<file path="config.mk">
export PLATFORM = sky130hd
export DESIGN_NAME = clz_denorm_flat
export DESIGN_NICKNAME = d
export VERILOG_FILES = /design/src/rtl/clz_denorm_if.sv /design/src/rtl/clz_denorm.sv /design/src/flat_wrapper.sv
export SDC_FILE = /design/constraint.sdc
export NUM_CORES = 1
export LEC_CHECK = 0
export BUFFER_PORTS_ARGS = -buffer_cell sky130_fd_sc_hd__buf_4
export CORE_AREA = 2 2 96 98
export DETAILED_ROUTE_END_ITERATION = 12
export DIE_AREA = 0 0 98 100
export GPL_ROUTABILITY_DRIVEN = 0
export MAX_ROUTING_LAYER = met4
export PLACE_DENSITY = 0.73
export SETUP_SLACK_MARGIN = 0.4
export SLEW_MARGIN = 25
export SYNTH_ARGS = -nofsm -noshare
export SYNTH_HDL_FRONTEND = slang
export SYNTH_SLANG_ARGS = --single-unit
</file>
<file path="constraint.sdc">
create_clock -name clk -period 3.7 [get_ports clk]
set_input_delay 1.11 -clock clk [delete_from_list [all_inputs] [get_ports clk]]
set_output_delay 1.11 -clock clk [all_outputs]
set_load 0.02 [all_outputs]
</file>
<file path="src/rtl/clz_denorm_if.sv">
// clz_denorm_if -- request/result handshake bundle for clz_denorm.
// The err member and its modport entries are present only when
// CLZ_DENORM_ERR_EN is defined.
interface clz_denorm_if;
  logic        in_valid;
  logic        in_ready;
  logic [31:0] norm_val;
  logic [5:0]  lz_count;
  logic        out_valid;
  logic        out_ready;
  logic [31:0] out_val;
`ifdef CLZ_DENORM_ERR_EN
  logic        err;
`endif

  // Producer/consumer side (drives requests, accepts results)
  modport master (
    output in_valid, norm_val, lz_count, out_ready,
    input  in_ready, out_valid, out_val
`ifdef CLZ_DENORM_ERR_EN
    , input err
`endif
  );

  // Denormalizer side
  modport slave (
    input  in_valid, norm_val, lz_count, out_ready,
    output in_ready, out_valid, out_val
`ifdef CLZ_DENORM_ERR_EN
    , output err
`endif
  );
endinterface

</file>
<file path="src/rtl/clz_denorm.sv">
// clz_denorm -- iterative denormalizer: out_val = norm_val >> min(lz_count, 32).
// Shifts SHIFT_STEP bits per cycle (1, 2, 4, 8 or 16), then a final partial
// shift by the remainder. One request in flight; in_ready only in IDLE.
// Optional feature macro: CLZ_DENORM_ERR_EN (adds err for lz_count > 32).
module clz_denorm #(
  parameter int unsigned SHIFT_STEP = 4
) (
  input  logic         clk,
  input  logic         reset,
  clz_denorm_if.slave  bus
);

  typedef enum logic [1:0] {
    IDLE  = 2'd0,
    SHIFT = 2'd1,
    DONE  = 2'd2
  } state_e;

  localparam logic [5:0] STEP_REM = 6'(SHIFT_STEP);
  localparam logic [5:0] MAX_CNT  = 6'd32;

  state_e      state_q, state_d;
  logic [31:0] data_q,  data_d;
  logic [5:0]  rem_q,   rem_d;
  logic [5:0]  cnt_clamped;
  logic        cnt_over;
`ifdef CLZ_DENORM_ERR_EN
  logic        err_q,   err_d;
`endif

  // Clamp the requested count to the 0..32 range the datapath handles
  always_comb begin
    cnt_over    = (bus.lz_count > MAX_CNT);
    cnt_clamped = cnt_over ? MAX_CNT : bus.lz_count;
  end

  // Next-state and datapath update for the IDLE/SHIFT/DONE sequence
  always_comb begin
    state_d = state_q;
    data_d  = data_q;
    rem_d   = rem_q;
`ifdef CLZ_DENORM_ERR_EN
    err_d   = err_q;
`endif
    unique case (state_q)
      IDLE: begin
        if (bus.in_valid) begin
          data_d  = bus.norm_val;
          rem_d   = cnt_clamped;
`ifdef CLZ_DENORM_ERR_EN
          err_d   = cnt_over;
`endif
          state_d = SHIFT;
        end
      end
      SHIFT: begin
        if (rem_q >= STEP_REM) begin
          data_d = data_q >> SHIFT_STEP;
          rem_d  = rem_q - STEP_REM;
        end else begin
          // Remainder is below one step: finish with a partial shift,
          // which is a no-op when the remainder is already zero.
          data_d  = data_q >> rem_q;
          rem_d   = '0;
          state_d = DONE;
        end
      end
      DONE: begin
        if (bus.out_ready) begin
          state_d = IDLE;
        end
      end
      default: begin
        state_d = IDLE;
      end
    endcase
  end

  // State and datapath registers, asynchronously cleared
  always_ff @(posedge clk or posedge reset) begin
    if (reset) begin
      state_q <= IDLE;
      data_q  <= '0;
      rem_q   <= '0;
`ifdef CLZ_DENORM_ERR_EN
      err_q   <= 1'b0;
`endif
    end else begin
      state_q <= state_d;
      data_q  <= data_d;
      rem_q   <= rem_d;
`ifdef CLZ_DENORM_ERR_EN
      err_q   <= err_d;
`endif
    end
  end

  // Handshake outputs decode straight from the state register
  always_comb begin
    bus.in_ready  = (state_q == IDLE);
    bus.out_valid = (state_q == DONE);
    bus.out_val   = data_q;
`ifdef CLZ_DENORM_ERR_EN
    bus.err       = err_q && (state_q == DONE);
`endif
  end

endmodule

</file>
<file path="src/flat_wrapper.sv">
// flat-port wrapper written by rule: the top's interface ports become plain ports
module clz_denorm_flat 
#(
  parameter int unsigned SHIFT_STEP = 4
)
  (clk, reset, bus_in_valid, bus_norm_val, bus_lz_count, bus_out_ready, bus_in_ready, bus_out_valid, bus_out_val);
  clz_denorm_if bus_i ();
  input  logic clk;
  input  logic reset;
  input wire logic [$bits(bus_i.in_valid)-1:0] bus_in_valid;
  input wire logic [$bits(bus_i.norm_val)-1:0] bus_norm_val;
  input wire logic [$bits(bus_i.lz_count)-1:0] bus_lz_count;
  input wire logic [$bits(bus_i.out_ready)-1:0] bus_out_ready;
  output wire logic [$bits(bus_i.in_ready)-1:0] bus_in_ready;
  output wire logic [$bits(bus_i.out_valid)-1:0] bus_out_valid;
  output wire logic [$bits(bus_i.out_val)-1:0] bus_out_val;
  assign bus_i.in_valid = bus_in_valid;
  assign bus_i.norm_val = bus_norm_val;
  assign bus_i.lz_count = bus_lz_count;
  assign bus_i.out_ready = bus_out_ready;
  assign bus_in_ready = bus_i.in_ready;
  assign bus_out_valid = bus_i.out_valid;
  assign bus_out_val = bus_i.out_val;
  clz_denorm #(.SHIFT_STEP(SHIFT_STEP)) u_core (.clk(clk), .reset(reset), .bus(bus_i));
endmodule
</file>
==> reports/results.tsv, run 1 <==
stage	metric	value	unit
worst_setup_path	slowest CP cell	nor3_1	
synth	Yosys reg bits	40	
grt	Total GRT Usage	0.2459	
layout	share of layout cells above drive strength 1	0.2576	
worst_setup_path	CP Max Fanout	15	
pwr	maximum VDD drop	523.7	uV
routing	DRT Pass-1 Iters	5	
sta	worst slew pin tran	0.7734	ns
grt	vias in the first global route	3774	
floorplanning	core footprint	8890	um2
synth	Syn Nets	487	
floorplanning	row count	35	
grt	initial antenna violation count	0	
flow_run	max-cap violation count	0	
pwr	sequential power share	0.241	
sta	Final Setup Violations	0	
routing	WL/cell	19.11	um
routing	initial DRC count	364	
floorplanning	DIE AREA	9800	um2
pwr	Sw Ratio	0.5218	
worst_setup_path	arrival time at the worst endpoint	2.99	ns
worst_hold_path	worst min-delay path class	reg -> reg	
grt	first-pass GRT wire length	19.09	mm
synth	Synth Instances	442	
routing	DR vias	3791	
synth	Avg Inst Size Synth	8.620	um2
pwr	cell area power density	1116	nW/um2
worst_setup_path	WP data required	3.94	ns
routing	remaining antenna violation count	0	
worst_setup_path	Worst setup EP type	register	
sta	max_slew headroom	0.4838	
pwr	Psw	2.613	mW
worst_setup_path	Top delay family on crit path	simple AND/OR/NAND/NOR gates	
layout	Inserted Diodes	0	
run_status	status	complete, no violations	
floorplanning	die height	100	um
sta	Final period util	0.7433	
sta	Layout Skew	0.01100	ns
synth	Async SR Flop Fraction	1.000	
pwr	Leak	1.881	nW
clock_tree	clock buffer count from CTS	5	
clock_tree	clock sinks	40	
clock_tree	CTS Buffer Depth	2	
worst_setup_path	critical path class	reg -> reg	
sta	Slew Viols, Final	0	
routing	drt total wl	11.54	mm
sta	setup TNS	0	ns
place	Post-DP Area	4417	um2
synth	Cell variety after synth	50	
routing	via/cell ratio	6.276	
pwr	Logic pwr share	0.702	
grt	maximum number of pins on one net before global-route repair	36	
worst_setup_path	largest stage delay on the critical path	0.59	ns
layout	Final Cell Area	4489	um2
clock_tree	# hold bufs at CTS	0	
pwr	Clock power frac	0.057	
synth	Synth Cell Area	3810	um2
pwr	P_int	2.395	mW
synth	Synth Flop Type	dfrtp_1	
place	placed insts	598	
layout	fin nets	539	
synth	yosys warns	0	
clock_tree	CTS tree	built	
grt	GR Overflow Total	0	
clock_tree	Clk pin slew, worst setup/hold paths	0.08	ns
worst_setup_path	Cell Chain, Critical Path	inv_1 -> ha_1 -> or3b_1 -> nor3_1 -> nand2_1 -> o21ai_1 -> o21a_1	
sta	post-layout min period	2.750	ns
sta	Final Hold Vio Count	0	
floorplanning	initial core utilization	0.4286	
place	DP Wirelength	8.263	mm
synth	Post-synth EDFFs	0	
place	Port Buffers	75	
clock_tree	Worst-Skew Late Latency	0.30	ns
layout	Area growth syn-to-layout	17.83	%
sta	RSZ-0062 raised after global routing	no	
clock_tree	clock root cell	clkbuf_8	
worst_setup_path	startpoint types	register	
sta	Fmax achieved	363.6	MHz
clock_tree	Post-CTS Setup Bufs	0	
layout	post-route insts no fill	604	
worst_setup_path	CP bufs+invs	1	
floorplanning	I/O Pins	76	
floorplanning	Die W	98	um
synth	sequential area share after synthesis	0.2627	
layout	fin util	0.5050	
pwr	Pwr Total	5.008	mW
clock_tree	number of gates resized after cts	0	
clock_tree	htree depth	2	
routing	drt drc	0	
## power by group through the flow
stage / combinational, mW / clock, mW / sequential (mW)
3_5_place_dp: 3.47 / 0 / 1.20
4_1_cts: 3.49 / 0.289 / 1.20
3_3_place_gp: 3.38 / 0 / 1.19
6_report: 3.52 / 0.284 / 1.21
5_1_grt: 3.82 / 0.304 / 1.25
2_1_floorplan: 2.53 / 0 / 1.14
## synth_stat cells (6+ instances only)
master	number	area [um2]
nor2b_1	8	50.05
clkbuf_1	22	82.58
dfrtp_1	40	1001
mux2i_1	29	290.3
nor2_1	37	138.9
inv_1	32	120.1
a22oi_1	7	52.55
nor3b_1	6	45.04
o21ai_1	15	75.07
buf_2	11	55.05
nand2_1	41	153.9
mux4_2	20	450.4
mux2_1	8	90.09
nor3_1	6	30.03
a21oi_1	63	315.3
a311oi_1	22	192.7
## worst paths after layout
kind,start,to,slack (ns),cells past startpoint
worst min-delay path,u_core.bus.out_val[0],u_core.bus.out_val[0],0.55,1
worst min register to register,u_core.bus.out_val[0],u_core.bus.out_val[0],0.55,1
worst max-delay path,u_core.rem_q[3],u_core.bus.out_val[27],0.95,7
worst max register to register,u_core.rem_q[3],u_core.bus.out_val[27],0.95,7
min in group asynchronous,reset,u_core.rem_q[3],0.95,2
max in group asynchronous,reset,u_core.bus.out_val[23],2.08,3
## logic make-up (layout without fill, tap and decap cells)
logic type      Yosys count  in the layout  share of synthesized area
compound gates          154            154                     0.2680
fa+ha+maj                 3              3                   0.009853
buf+inv                  73            124                    0.08538
flops                    40             40                     0.2627
mux                      65             65                     0.2466
simple gates            107            107                     0.1274
## layout make-up
type,instances,area (um2)
Sequential cell,40,1005
Tap cell,111,138.9
Clock buffer,6,72.57
Multi-Input combinational cell,329,2486
Inverter,33,123.9
Timing Repair Buffer,85,663.1
Fill cell,859,4400
## sequential cells by signal, summed over array words and instances (netlist names)
signal / cells
u_core.bus.out_val: 32
u_core.state_q: 2
u_core.rem_q: 6
## metrics by stage
step | setup slack [ns] | hold WS (ns)
floorplan | 1.113 | 0.5037
global placement | 1.100 | 0.5248
detailed placement | 1.083 | 0.5366
CTS | 1.002 | 0.5550
global route | 0.8330 | 0.5846
finish | 0.9497 | 0.5465
## cell usage in the layout, fill, tap and decap left out, types with 2 or more instances in the layout
master     synthesis  final
o21a_1             5      5
mux4_2            20     20
dfrtp_1           40     37
a32oi_1            2      2
mux2_2             3      3
o211ai_1           2      2
a31oi_1            2      2
a22oi_1            7      7
dfrtp_2            0      3
nor2_1            37     36
buf_4              2     83
o32a_1             2      2
nand2_1           41     41
mux2_4             5      5
nand2b_1           5      5
mux2i_1           29     29
o221a_1            2      2
a21oi_1           63     63
nor3_1             6      6
inv_1             32     32
o21ai_1           15     15
a22o_1             3      3
o2bb2ai_1          4      4
ha_1               3      3
a311oi_1          22     22
o21ai_0            4      4
nor3b_1            6      6
o221ai_1           2      2
mux2_1             8      8
clkbuf_8           0      5
buf_12             0      2
nor2b_1            8      8
o22ai_1            4      4
o22a_1             2      2
o32ai_1            3      3
o31ai_1            2      2
## routing by layer
layer,share of wire,up-vias,global-route usage
li1,-,1750,-
met1,0.42,1850,0.3153
met2,0.50,172,0.4199
met3,0.069,19,0.02368
met4,0.014,0,0.06731
met5,0,-,-
Note: power is estimated with default switching activity, not from simulation.
==> inputs of run 2 (changes only) <==
PLACE_DENSITY = 0.75   (was 0.73)
clock period = 2.25 ns   (was 3.7 ns; I/O delays follow)
==> reports/results.tsv, run 2 (synthesis results as in run 1) <==
stage	metric	value	unit
floorplanning	initial core utilization	0.4286	
place	Place WS	0.1304	ns
sta	Final period util	0.9068	
floorplanning	DIE AREA	9800	um2
clock_tree	clock buffer count from CTS	5	
layout	share of layout cells above drive strength 1	0.4030	
routing	DR vias	4170	
worst_setup_path	Top delay family on crit path	multiplexers	
clock_tree	clock root cell	clkbuf_8	
sta	worst slew pin tran	0.5699	ns
sta	Final Hold Vio Count	0	
layout	max reg flops	32	
worst_setup_path	RR Endpoint	u_core.bus.out_val[6]	
flow_run	max-cap violation count	0	
run_status	status	complete, no violations	
worst_hold_path	worst min-delay path class	in -> async	
sta	Slew Viols, Final	0	
worst_setup_path	Cell Chain, Critical Path	buf_4 -> buf_8 -> mux4_2 -> mux2i_1 -> a21oi_1 -> nand2_1 -> a21oi_2	
clock_tree	CTS tree	built	
sta	Layout Skew	0.01001	ns
layout	Final Cell Area	5269	um2
pwr	Leak	2.204	nW
sta	RSZ-0062 raised after global routing	yes	
layout	Inserted Diodes	0	
grt	Top Usage Layer GRT	met2	
worst_setup_path	startpoint types	register	
place	DP Wirelength	8.462	mm
grt	GR Overflow Total	0	
layout	fin nets	575	
grt	maximum number of pins on one net before global-route repair	41	
layout	fin util	0.5927	
sta	setup TNS	0	ns
pwr	maximum VDD drop	803.2	uV
grt	Total GRT Usage	0.2860	
worst_setup_path	critical path class	reg -> reg	
routing	via/cell ratio	6.495	
worst_setup_path	slowest CP cell	mux4_2	
sta	fin worst setup slack	0.2097	ns
grt	vias in the first global route	4086	
floorplanning	row count	35	
worst_setup_path	CP Max Fanout	23	
worst_setup_path	largest stage delay on the critical path	0.56	ns
worst_setup_path	R2R setup slack	0.21	ns
worst_setup_path	WP data required	2.46	ns
place	Post-DP Area	4587	um2
layout	Area growth syn-to-layout	38.29	%
sta	post-layout min period	2.040	ns
worst_setup_path	Worst setup EP type	register	
worst_setup_path	FF-to-FF path depth	7	
place	Port Buffers	75	
clock_tree	htree depth	2	
grt	met1 Use GR	0.3572	
layout	register area	1007	um2
grt	grt met2 use	0.4447	
grt	first-pass GRT wire length	21.76	mm
grt	met3 Use GR	0.05571	
worst_setup_path	r2r startpoint	u_core.rem_q[2]	
layout	area of the multi-input gates	2763	um2
layout	most common cell after layout, fill and taps aside	buf_4	
floorplanning	die height	100	um
routing	drt drc	0	
routing	drt total wl	13.54	mm
sta	Min Hold Slack	0.5035	ns
grt	initial antenna violation count	0	
sta	max_slew headroom	0.6201	
sta	Final Setup Violations	0	
routing	DRT Pass-1 Iters	5	
worst_setup_path	CP bufs+invs	2	
floorplanning	Die W	98	um
sta	Fmax achieved	490.1	MHz
routing	initial DRC count	513	
layout	commonest non-fill, non-tap cells in the layout	buf_4 (103), a21oi_1 (49), nand2_1 (37)	
worst_setup_path	arrival time at the worst endpoint	2.25	ns
floorplanning	I/O Pins	76	
clock_tree	clock sinks	40	
routing	remaining antenna violation count	0	
layout	Fillers	736	
routing	WL/cell	21.09	um
floorplanning	core footprint	8890	um2
clock_tree	CTS Buffer Depth	2	
clock_tree	Worst-Skew Late Latency	0.32	ns
clock_tree	Clk pin slew, worst setup/hold paths	0.09	ns
pwr	cell area power density	1924	nW/um2
run 2: metrics by stage:
stage,power (mW),std cells
final,10.14,642
after CTS,9.306,634
after global placement,7.856,609
after detailed placement,8.037,609
after floorplan,6.173,442
after global routing,10.68,642
run 2: worst min-delay path, cell delays in order:
cell	delay, ns
buf_4	0.11
inv_1	0.04
buf_4	0.46
run 2: layout make-up:
class / instances / share of cell area
timing repair buffer: 121 / 0.2161
sequential: 40 / 0.1912
inverter: 33 / 0.02493
multi-input combinational: 329 / 0.5243
clock buffer: 8 / 0.01710
tap: 111 / 0.02636
run 2: what timing repair did:
action	CTS	global route
gates cloned	4	0
hold buffers	0	0
setup endpoints to repair	35	40
setup buffers	13	8
gates resized for setup	26	38
pin swaps	3	20
run 2: worst max-delay path by stage:
stage	endpoint	start	cells past startpoint
3_3_place_gp	u_core.bus.out_val[24]	u_core.rem_q[2]	7
6_report	u_core.bus.out_val[6]	u_core.rem_q[2]	7
4_1_cts	u_core.bus.out_val[5]	u_core.rem_q[2]	8
3_5_place_dp	u_core.bus.out_val[26]	u_core.rem_q[2]	7
2_1_floorplan	u_core.bus.out_val[0]	u_core.rem_q[2]	9
5_1_grt	u_core.bus.out_val[14]	u_core.rem_q[2]	7
run 2: power breakdown:
part	internal, mW	total [mW]	switching (mW)
Sequential	1.11	1.86	0.746
Clock	0.251	0.552	0.300
Combinational	3.66	7.73	4.07
Total	5.02	10.1	5.12
run 2: metal layers:
metal	vias to the layer above	part of all wire
met2	288	0.48
met1	2006	0.38
met4	0	0.042
li1	1828	-
met3	48	0.097
met5	-	0
